===== src/rtl/sum_serial_nb.sv =====
// sum_serial_nb: bit-serial WIDTH-bit adder (one full-adder slice plus a carry
// flip-flop), processing the operands LSB first over WIDTH cycles.
//
// Ports:
//   clk    - system clock, rising edge
//   rst    - synchronous, active-high reset
//   start  - capture A, B, Ci and begin an operation (accepted in IDLE/DONE)
//   A, B   - WIDTH-bit operands, sampled only on an accepted start
//   Ci     - carry-in, sampled only on an accepted start
//   op_sub - (SUM_SERIAL_SUB_EN only) 1 = compute A-B, sampled on accepted start
//   busy   - high while an operation is in progress
//   done   - one-cycle pulse, S/Cout hold the new result
//   S      - sum, held until the next accepted start completes
//   Cout   - carry out of bit WIDTH-1, held with S
//
// Optional feature: define SUM_SERIAL_SUB_EN to add op_sub and subtraction.
module sum_serial_nb #(
  parameter int WIDTH = 4
) (
  input  logic             clk,
  input  logic             rst,
  input  logic             start,
  input  logic [WIDTH-1:0] A,
  input  logic [WIDTH-1:0] B,
  input  logic             Ci,
`ifdef SUM_SERIAL_SUB_EN
  input  logic             op_sub,
`endif
  output logic             busy,
  output logic             done,
  output logic [WIDTH-1:0] S,
  output logic             Cout
);

  localparam int CNT_W = $clog2(WIDTH + 1);

  typedef enum logic [1:0] {
    IDLE = 2'd0,
    RUN  = 2'd1,
    DONE = 2'd2
  } state_t;

  state_t             state_q;
  logic [WIDTH-1:0]   opa_q;
  logic [WIDTH-1:0]   opb_q;
  logic               carry_q;
  logic [CNT_W-1:0]   cnt_q;
  logic [WIDTH-1:0]   s_q;
  logic               cout_q;

  // Values loaded on an accepted start.
  logic [WIDTH-1:0]   ld_b;
  logic               ld_c;

`ifdef SUM_SERIAL_SUB_EN
  // Two's-complement subtraction: A + ~B + 1; Ci is ignored.
  assign ld_b = op_sub ? ~B : B;
  assign ld_c = op_sub | Ci;
`else
  assign ld_b = B;
  assign ld_c = Ci;
`endif

  // Full-adder slice on the current LSBs.
  logic             s_bit;
  logic             c_next;
  logic [WIDTH-1:0] opa_d;

  assign s_bit  = opa_q[0] ^ opb_q[0] ^ carry_q;
  assign c_next = (opa_q[0] & opb_q[0]) | (opa_q[0] & carry_q) | (opb_q[0] & carry_q);
  // opA doubles as the result shift register: each consumed LSB frees the
  // MSB, which takes the new sum bit, so after WIDTH shifts it holds the sum.
  assign opa_d  = {s_bit, opa_q[WIDTH-1:1]};

  always_ff @(posedge clk) begin
    if (rst) begin
      state_q <= IDLE;
      opa_q   <= '0;
      opb_q   <= '0;
      carry_q <= 1'b0;
      cnt_q   <= '0;
      s_q     <= '0;
      cout_q  <= 1'b0;
    end else begin
      case (state_q)
        IDLE, DONE: begin
          if (start) begin
            opa_q   <= A;
            opb_q   <= ld_b;
            carry_q <= ld_c;
            cnt_q   <= '0;
            state_q <= RUN;
          end else begin
            state_q <= IDLE;
          end
        end
        RUN: begin
          opa_q   <= opa_d;
          opb_q   <= opb_q >> 1;
          carry_q <= c_next;
          cnt_q   <= cnt_q + 1'b1;
          if (cnt_q == CNT_W'(WIDTH - 1)) begin
            s_q     <= opa_d;
            cout_q  <= c_next;
            state_q <= DONE;
          end
        end
        default: state_q <= IDLE;
      endcase
    end
  end

  assign busy = (state_q == RUN);
  assign done = (state_q == DONE);
  assign S    = s_q;
  assign Cout = cout_q;

endmodule


===== config.mk =====
export PLATFORM = sky130hd
export DESIGN_NAME = sum_serial_nb
export DESIGN_NICKNAME = d
export VERILOG_FILES = /design/src/rtl/sum_serial_nb.sv
export SDC_FILE = /design/constraint.sdc
export NUM_CORES = 1
export LEC_CHECK = 0
export ABC_AREA = 1
export BUFFER_PORTS_ARGS = -buffer_cell sky130_fd_sc_hd__clkbuf_2
export CORE_UTILIZATION = 40
export DETAILED_ROUTE_END_ITERATION = 6
export PLACE_DENSITY_LB_ADDON = 0.2
export SETUP_SLACK_MARGIN = 0.02
export SYNTH_ARGS = -nofsm -noshare
export SYNTH_HDL_FRONTEND = slang
export SYNTH_SLANG_ARGS = --single-unit

===== constraint.sdc =====
create_clock -name clk -period 1.4 [get_ports clk]
set_input_delay 0.07 -clock clk [delete_from_list [all_inputs] [get_ports clk]]
set_output_delay 0.07 -clock clk [all_outputs]
set_load 0.01 [all_outputs]

==> flow_metrics.tcl, run 1 <==
set metrics [dict create \
    outcome "finished clean" \
    synth.distinct_cells 18 \
    regArea_sq_um 380 \
    cpLargestDelayFamily "adder cells" \
    insertion_delay_ns 0.30 \
    cts_tree "done" \
    dpl-instance-area_sq_um 1040 \
    slew_headroom_pct 74.5 \
    yosysSeqAreaShare_pct 39.9 \
    wl_per_cell_microns 11.2 \
    final_cell_mix "24 x nand2_1, 23 x nand3_1, 20 x inv_1" \
    grt_pass1_vias 821 \
    postSynthCellCount 131 \
    portBuffers 18 \
    synth_simple_gate_area_share_pct 34.6 \
    globalplace.congestion 0.754 \
    endpoint_kind "flip-flop" \
    finalHoldViolCount 0 \
    cp_data_arrival_time_ns 1.54 \
    antenna-diode-count 0 \
    start_util_pct 42.7 \
    max_cap_violations 0 \
    start_kind "flip-flop" \
    yosysWarnings 0 \
    crit_fanout 2 \
    drive_above_1_share_pct 19.9 \
    synthAdderAreaFrac_pct 4.72 \
    worst-setup-path-type "reg -> reg" \
    dr.pass1.iters 4 \
    synth_compound_area_share_pct 6.17 \
    synth_xor_area_share_pct 0 \
    tns_ns 0 \
    hold_path_class "in -> reg" \
    io_pins 19 \
    multiInputGateArea_sq_um 434 \
    critPathBufInv 2 \
    period_share_pct 92.3 \
    clk_path_buf_depth 2 \
    synth.cell_area_sq_um 953 \
    timing.fmax_mhz 774 \
    cts_sinks 19 \
    finClkSkew_ns 0.00203 \
    synth_top_family_by_area "simple AND/OR/NAND/NOR gates" \
    cellLeakagePower_nw 0.569 \
    dp_hpwl_mm 1.43 \
    synthMuxAreaShare_pct 0 \
    antenna_left 0 \
    antenna_found_initial 0 \
    post-cts-setup-buffer-count 0 \
    slew_viol_final 0 \
    cpPeakStageDelay_ns 0.56 \
    rows 17 \
    grtUsageTotal_pct 18.4 \
    final_area_sq_um 1130 \
    num-nets-final 172 \
    fp.dieW_microns 50.8 \
    core-area_sq_um 2230 \
    cts-buffers-inserted 3 \
    final_core_util_pct 50.7 \
    final_common_cell "nand2_1" \
    power_density_nw_per_um2 983 \
    vias 879 \
    cts.clk_slew.worst_paths_ns 0.11 \
    grt_pass1_wl_mm 3.56 \
    wl_mm 2.05 \
    setup_viol 0 \
    required_ns 1.64 \
    fp.dieH_microns 50.8 \
    synth-seq-cells 19 \
    nFillCells 240 \
    layout-area-overhead-vs-synth_pct 18.8 \
    grt_max_degree 22 \
    grt_setup_unrepaired "false" \
    syn_area_per_cell_sq_um 7.28 \
    peakVddDrop_mv 0.558 \
    period_needed_ns 1.29 \
    synth_fp_nets 146 \
    die_area_sq_um 2580 \
    drc 0 \
    grt_overflow_total 0 \
    cts_root_buf "clkbuf_4" \
    vias_per_cell 4.78 \
    worst_pin_slew_ns 0.382 \
    drt_iter0_drc 19 \
    critPathSlowestCell "fa_1" \
    path_cells "fa_1, inv_1, nand3_1, nand2_1, inv_1, nand2_1, nor2_1" \
    cts-htree-levels 1 \
]
==> kinds of logic (layout without fill, tap and decap cells) <==
family,Yosys count,in the layout
AND/OR/NAND/NOR,70,70
buffers and inverters,28,53
flip-flops,19,19
AO/OA/AOI/OAI,11,11
adder cells (fa/ha/maj),3,3
==> cell usage after synthesis <==
library cell  count  share of area [%]
nor3_1            8                4.2
nand2_2           1               0.66
dfxtp_1          19                 40
buf_6             3                3.5
ha_1              2                2.6
a21oi_2           1               0.92
nand3b_1          3                2.4
inv_1            20                7.9
inv_2             2               0.79
a21oi_1           7                3.7
o21ai_0           3                1.6
fa_1              1                2.1
nor2_4            1                1.2
nor2_1            9                3.5
nand2_4           1                1.2
nand2_1          24                9.4
nand3_1          23                 12
buf_4             3                2.4
==> per-stage QoR <==
stage / std cells / hold slack, ns / setup slack [ns] / power (mW)
after CTS: 184 / 0.00788 / 0.108 / 1.13
after floorplan: 131 / 0.132 / 0.224 / 0.780
after global routing: 184 / 0.0127 / 0.0249 / 1.19
after detailed placement: 174 / 0.305 / 0.123 / 0.828
final: 184 / 0.00837 / 0.107 / 1.11
after global placement: 174 / 0.301 / 0.189 / 0.819
==> layout make-up <==
type                            count  share of cell area [%]
Tap cell                           28                    3.09
Inverter                           22                    7.29
Multi-Input combinational cell     84                    38.3
Sequential cell                    19                    33.6
Clock buffer                        3                    1.99
Clock inverter                      1                   0.442
Timing Repair Buffer               27                    15.2
==> worst paths after layout <==
kind | start | end | slack (ns) | depth (start not counted)
min reg2reg | cnt_q[0]$_SDFFE_PP0P_ | cnt_q[0]$_SDFFE_PP0P_ | 0.47 | 1
max | opa_q[0]$_SDFFE_PP0P_ | opa_q[3]$_SDFFE_PP0P_ | 0.11 | 7
max reg2reg | opa_q[0]$_SDFFE_PP0P_ | opa_q[3]$_SDFFE_PP0P_ | 0.11 | 7
min | A[0] | opa_q[0]$_SDFFE_PP0P_ | 0.008 | 3
==> state kept, by name (all words and copies together) (netlist names) <==
| name | count |
|---|---|
| Cout | 1 |
| S | 4 |
| carry_q | 1 |
| cnt_q | 3 |
| opa_q | 4 |
| opb_q | 4 |
| state_q | 2 |
==> where the power goes <==
part,switching (mW),internal (mW)
Clock,0.179,0.106
Combinational,0.135,0.0983
Sequential,0.0180,0.576
==> per-layer routing <==
layer / vias up / wire [microns] / track usage (%)
met5: - / 0 / 0
met4: 0 / 14 / 6.94
met3: 2 / 60 / 3.57
met2: 18 / 1010 / 30.7
met1: 391 / 967 / 23.6
li1: 468 / - / -
==> worst register-to-register path, stage by stage, from the launching register on <==
cell and delay, ns:
dfxtp_1 0.35, fa_1 0.56, inv_1 0.05, nand3_1 0.06, nand2_1 0.06, inv_1 0.06, nand2_1 0.04, nor2_1 0.07
==> repair_timing <==
| action | 4_1_cts | 5_1_grt |
|---|---|---|
| gates resized for setup | 0 | 0 |
| endpoints found under the hold margin | 6 | 0 |
| hold buffers | 6 | 0 |
Note: power is estimated with default switching activity, not from simulation.
==> run 2: changes to the inputs <==
--- a/config.mk
+++ b/config.mk
@@ -7,7 +7,7 @@
 export LEC_CHECK = 0
 export ABC_AREA = 1
 export BUFFER_PORTS_ARGS = -buffer_cell sky130_fd_sc_hd__clkbuf_2
-export CORE_UTILIZATION = 40
+export CORE_UTILIZATION = 52
 export DETAILED_ROUTE_END_ITERATION = 6
 export PLACE_DENSITY_LB_ADDON = 0.2
 export SETUP_SLACK_MARGIN = 0.02
==> run 2 against run 1 <==
Net effect:
- maximum frequency is 0.17% higher
- clock skew is 0.0051 ns higher
- global-route usage is 3.4 points higher
- highest routed layer unchanged
- largest power group unchanged
==> flow_metrics.tcl, run 2 (synthesis results as in run 1) <==
set metrics [dict create \
    pwr-share-comb_pct 22.8 \
    cpPeakStageDelay_ns 0.55 \
    antenna-diode-count 0 \
    vias_per_cell 4.79 \
    dp_hpwl_mm 1.29 \
    fp.dieW_microns 44.8 \
    io_pins 19 \
    clkPwrFrac_pct 25.6 \
    crit_fanout 2 \
    start_kind "flip-flop" \
    num-nets-final 178 \
    power_density_nw_per_um2 967 \
    rows 15 \
    grtUsageTotal_pct 21.9 \
    cts_sinks 19 \
    max_cap_violations 0 \
    endpoint_kind "flip-flop" \
    cts_root_buf "clkbuf_4" \
    required_ns 1.65 \
    insertion_delay_ns 0.31 \
    final_cell_mix "24 x nand2_1, 22 x nand3_1, 20 x inv_1" \
    portBuffers 18 \
    grt_max_degree 22 \
    timing.fmax_mhz 775 \
    finClkSkew_ns 0.00717 \
    cellLeakagePower_nw 0.596 \
    total_power_mw 1.15 \
    cts_tree "done" \
    hold_path_class "in -> reg" \
    tns_ns 0 \
    layout-area-overhead-vs-synth_pct 24.9 \
    dr.pass1.iters 4 \
    grt_overflow_total 0 \
    holdPathStages 3 \
    peakVddDrop_mv 0.640 \
    fp.dieH_microns 44.8 \
    p_switching_mw 0.346 \
    clk_path_buf_depth 2 \
    drc 0 \
    setup_viol 0 \
    period_share_pct 92.2 \
    worst-setup-path-type "reg -> reg" \
    rrSetupSlack_ns 0.11 \
    final_common_cell "nand2_1" \
    p_seq_share_pct 51.6 \
    crit_start "carry_q$_SDFFE_PP0P_" \
    cts.clk_slew.worst_paths_ns 0.12 \
    power.internal_mw 0.806 \
    placed_cells 171 \
    rr_worst_depth 7 \
    r2r_end "opa_q[3]$_SDFFE_PP0P_" \
    cts-htree-levels 1 \
    critPathSlowestCell "fa_1" \
    wl_per_cell_microns 10.6 \
    crit-reg2reg-launch "carry_q$_SDFFE_PP0P_" \
    period_needed_ns 1.29 \
    antenna_left 0 \
    vias 896 \
    core-area_sq_um 1730 \
    slew_headroom_pct 74.2 \
    worst_pin_slew_ns 0.386 \
    drive_above_1_share_pct 22.2 \
    finalHoldViolCount 0 \
    grt_pass1_vias 754 \
    netSwitchingFraction_pct 30.1 \
    outcome "finished clean" \
    antenna_found_initial 0 \
    start_util_pct 55.2 \
    endpoint "opa_q[3]$_SDFFE_PP0P_" \
    globalplace.congestion 0.790 \
    wl_mm 1.98 \
    stdcell_count 187 \
    grt_pass1_wl_mm 3.15 \
    die_area_sq_um 2010 \
    path_cells "fa_1, inv_1, nand3_2, nand2_1, inv_1, nand2_1, nor2_1" \
    cts-buffers-inserted 3 \
    slew_viol_final 0 \
    grt_setup_unrepaired "false" \
    cp_data_arrival_time_ns 1.54 \
    drt_iter0_drc 12 \
]
run 2: power by group through the flow:
stage	combinational [mW]	sequential, mW	clock (mW)
floorplan	0.178	0.603	0
finish	0.263	0.594	0.295
global placement	0.211	0.605	0
detailed placement	0.218	0.606	0
CTS	0.238	0.593	0.298
global route	0.296	0.598	0.324
run 2: per-layer routing:
layer  wire, microns  track usage [%]  share of wire [%]  vias to the layer above
met5               0                0                  0                        -
met4              33             9.70                1.7                        0
met3              63             4.00                3.2                        5
met2             941             35.3                 47                       22
met1             946             28.6                 48                      394
li1                -                -                  -                      475
run 2: worst max-delay path: cells and delay by family, from the launching register on:
kind          cells  cell delay, ns
fa+ha+maj         1            0.55
flops             1            0.35
simple gates      4            0.22
buf+inv           2            0.11
run 2: layout make-up:
cell class	count	area, sq um
inverter	22	82.6
timing repair buffer	33	228
sequential	19	383
clock inverter	1	5.00
tap	25	31.3
multi-input combinational	84	439
fill	171	536
clock buffer	3	22.5
run 2: how the worst min path moves through the flow:
stage | startpoint | endpoint | slack (ns)
detailed placement | Ci | carry_q$_SDFFE_PP0P_ | 0.31
floorplan | rst | cnt_q[1]$_SDFFE_PP0P_ | 0.13
global placement | Ci | carry_q$_SDFFE_PP0P_ | 0.30
CTS | B[3] | opb_q[3]$_SDFFE_PP0P_ | 0.000001
global route | start | opb_q[3]$_SDFFE_PP0P_ | 0.02
finish | start | opb_q[3]$_SDFFE_PP0P_ | 0.01
run 2: timing repair:
item / CTS / global route
hold buffers: 9 / 1
buffers inserted: 0 / 2
endpoints found under the hold margin: 9 / 1
resized for setup: 0 / 3
setup endpoints to repair: 0 / 2
run 2: per-stage QoR:
step           hold slack, ns  util (%)  instance area [sq um]  worst slack (ns)
6_report              0.00982      69.0                   1190             0.110
5_1_grt                0.0190      69.0                   1190            0.0196
4_1_cts            0.00000142      67.1                   1160            0.0493
3_5_place_dp            0.307      60.3                   1040             0.134
3_3_place_gp            0.300      60.3                   1040             0.191
2_1_floorplan           0.132         -                    953             0.224
==> run 3: changes to the inputs <==
--- a/config.mk
+++ b/config.mk
@@ -6,9 +6,9 @@
 export NUM_CORES = 1
 export LEC_CHECK = 0
 export ABC_AREA = 1
-export BUFFER_PORTS_ARGS = -buffer_cell sky130_fd_sc_hd__clkbuf_2
-export CORE_UTILIZATION = 52
+export CORE_UTILIZATION = 58
 export DETAILED_ROUTE_END_ITERATION = 6
+export DONT_BUFFER_PORTS = 1
 export PLACE_DENSITY_LB_ADDON = 0.2
 export SETUP_SLACK_MARGIN = 0.02
 export SYNTH_ARGS = -nofsm -noshare
==> run 3 against run 2 <==
Net effect:
- power is 3.4% lower
- cell count is 15% lower
- first-iteration DRC count is 67% higher
- critical endpoint unchanged
==> flow_metrics.tcl, run 3 (synthesis results as in run 1) <==
set metrics [dict create \
    outcome "finished clean" \
    clk_path_buf_depth 2 \
    setup_viol 0 \
    cts-htree-levels 1 \
    drc 0 \
    dp_hpwl_mm 1.26 \
    fp.dieH_microns 42.5 \
    post-cts-setup-buffer-count 0 \
    grt_max_degree 22 \
    endpoint "opa_q[3]$_SDFFE_PP0P_" \
    regArea_sq_um 383 \
    globalplace.congestion 0.753 \
    core-area_sq_um 1520 \
    slew_headroom_pct 75.0 \
    cts_sinks 19 \
    cts_tree "done" \
    max_cap_violations 0 \
    cts.clk_slew.worst_paths_ns 0.11 \
    cts_root_buf "clkbuf_4" \
    crit_start "carry_q$_SDFFE_PP0P_" \
    crit_cells 7 \
    wl_mm 2.01 \
    antenna_left 0 \
    period_needed_ns 1.32 \
    cts-buffers-inserted 3 \
    clkPwrFrac_pct 25.8 \
    final_core_util_pct 70.9 \
    num-nets-final 159 \
    insertion_delay_ns 0.30 \
    vias_per_cell 5.37 \
    start_kind "flip-flop" \
    multiInputGateArea_sq_um 434 \
    tns_ns 0 \
    layout-area-overhead-vs-synth_pct 13.3 \
    critPathBufInv 2 \
    wl_met1_microns 945 \
    dr.pass1.iters 4 \
    period_share_pct 94.6 \
    crit_fanout 2 \
    power_density_nw_per_um2 1030 \
    grt_pass1_vias 773 \
    rrSetupSlack_ns 0.08 \
    endpoint_kind "flip-flop" \
    grt_setup_unrepaired "true" \
    fin_ws_ns 0.0757 \
    grtUsageTotal_pct 23.6 \
    io_pins 19 \
    drt_iter0_drc 20 \
    cpPeakStageDelay_ns 0.57 \
    cp_data_arrival_time_ns 1.56 \
    vias 854 \
    netSwitchingFraction_pct 29.9 \
    drive_above_1_share_pct 10.5 \
    cellLeakagePower_nw 0.513 \
    power.internal_mw 0.780 \
    antenna-diode-count 0 \
    grt_pass1_wl_mm 3.22 \
    antenna_found_initial 0 \
    worst-setup-path-type "reg -> reg" \
    slew_viol_final 0 \
    pwr-share-comb_pct 20.6 \
    timing.fmax_mhz 755 \
    required_ns 1.64 \
    peakVddDrop_mv 0.678 \
    crit-reg2reg-launch "carry_q$_SDFFE_PP0P_" \
    pre_cts_slack_ns 0.132 \
    r2r_end "opa_q[3]$_SDFFE_PP0P_" \
    wl_per_cell_microns 12.6 \
    portBuffers 0 \
    grt_overflow_total 0 \
    die_area_sq_um 1810 \
    nFillCells 121 \
    hold_path_class "in -> reg" \
    finalHoldViolCount 0 \
    rr_worst_depth 7 \
    rows 14 \
    path_cells "fa_1, inv_1, nand3_1, nand2_1, inv_1, nand2_1, nor2_1" \
    critPathSlowestCell "fa_1" \
    p_switching_mw 0.332 \
    cpLargestDelayFamily "adder cells" \
    highest_layer "met4" \
    worst_pin_slew_ns 0.375 \
    final_cell_mix "24 x nand2_1, 23 x nand3_1, 20 x inv_1" \
    p_seq_share_pct 53.6 \
    start_util_pct 62.6 \
    wl_met2_microns 976 \
    final_common_cell "nand2_1" \
    finClkSkew_ns 0.0100 \
    fp.dieW_microns 42.5 \
    wl_met3_microns 72 \
]
run 3: changes by cell type in the layout (fill, tap and decap cells not counted):
cell | previous run | this run
buf_4 | 5 | 3
clkbuf_2 | 18 | 0
dlygate4sd3_1 | 10 | 11
nand3_1 | 22 | 23
nand3_2 | 1 | 0
run 3: worst register-to-register path: stages, from the launching register on:
cell and delay, ns:
dfxtp_2 0.35, fa_1 0.57, inv_1 0.05, nand3_1 0.06, nand2_1 0.05, inv_1 0.06, nand2_1 0.05, nor2_1 0.09
run 3: repair_timing:
action,in CTS,in global routing
hold buffers,11,0
hold endpoints to repair,14,0
setup endpoints to repair,0,1
gates resized for setup,0,2
run 3: worst min path at each step:
stage	slack [ns]	start	depth (start not counted)	endpoint
finish	0.12	rst	3	state_q[0]$_SDFFE_PP0P_
global route	0.15	rst	3	state_q[0]$_SDFFE_PP0P_
CTS	0.11	rst	3	state_q[0]$_SDFFE_PP0P_
detailed placement	0.14	rst	1	cnt_q[1]$_SDFFE_PP0P_
global placement	0.14	rst	1	cnt_q[1]$_SDFFE_PP0P_
floorplan	0.13	rst	1	cnt_q[1]$_SDFFE_PP0P_
run 3: routing by layer:
| metal | vias to the layer above | global-route usage, % |
|---|---|---|
| met1 | 386 | 28.3 |
| met4 | 0 | 9.38 |
| met3 | 2 | 4.31 |
| met2 | 26 | 41.2 |
| li1 | 440 | - |
| met5 | - | 0 |
run 3: layout make-up:
type                            instances  share of cell area, %
Multi-Input combinational cell         84                   40.2
Clock inverter                          1                  0.463
Sequential cell                        19                   35.5
Clock buffer                            3                   2.09
Tap cell                               16                   1.85
Inverter                               22                   7.65
Timing Repair Buffer                   14                   12.3
run 3: power by group through the flow:
stage / Combinational [mW] / Sequential (mW) / Clock (mW)
floorplan: 0.178 / 0.603 / 0
global placement: 0.190 / 0.605 / 0
detailed placement: 0.197 / 0.607 / 0
CTS: 0.225 / 0.594 / 0.287
global route: 0.256 / 0.601 / 0.307
finish: 0.229 / 0.596 / 0.287
run 3: per-stage QoR:
step / area, sq um / power [mW] / hold WS [ns] / std cells
after CTS: 1080 / 1.11 / 0.109 / 159
after global routing: 1080 / 1.16 / 0.151 / 159
after floorplan: 953 / 0.780 / 0.132 / 131
after global placement: 940 / 0.795 / 0.135 / 144
after detailed placement: 940 / 0.804 / 0.137 / 144
final: 1080 / 1.11 / 0.120 / 159
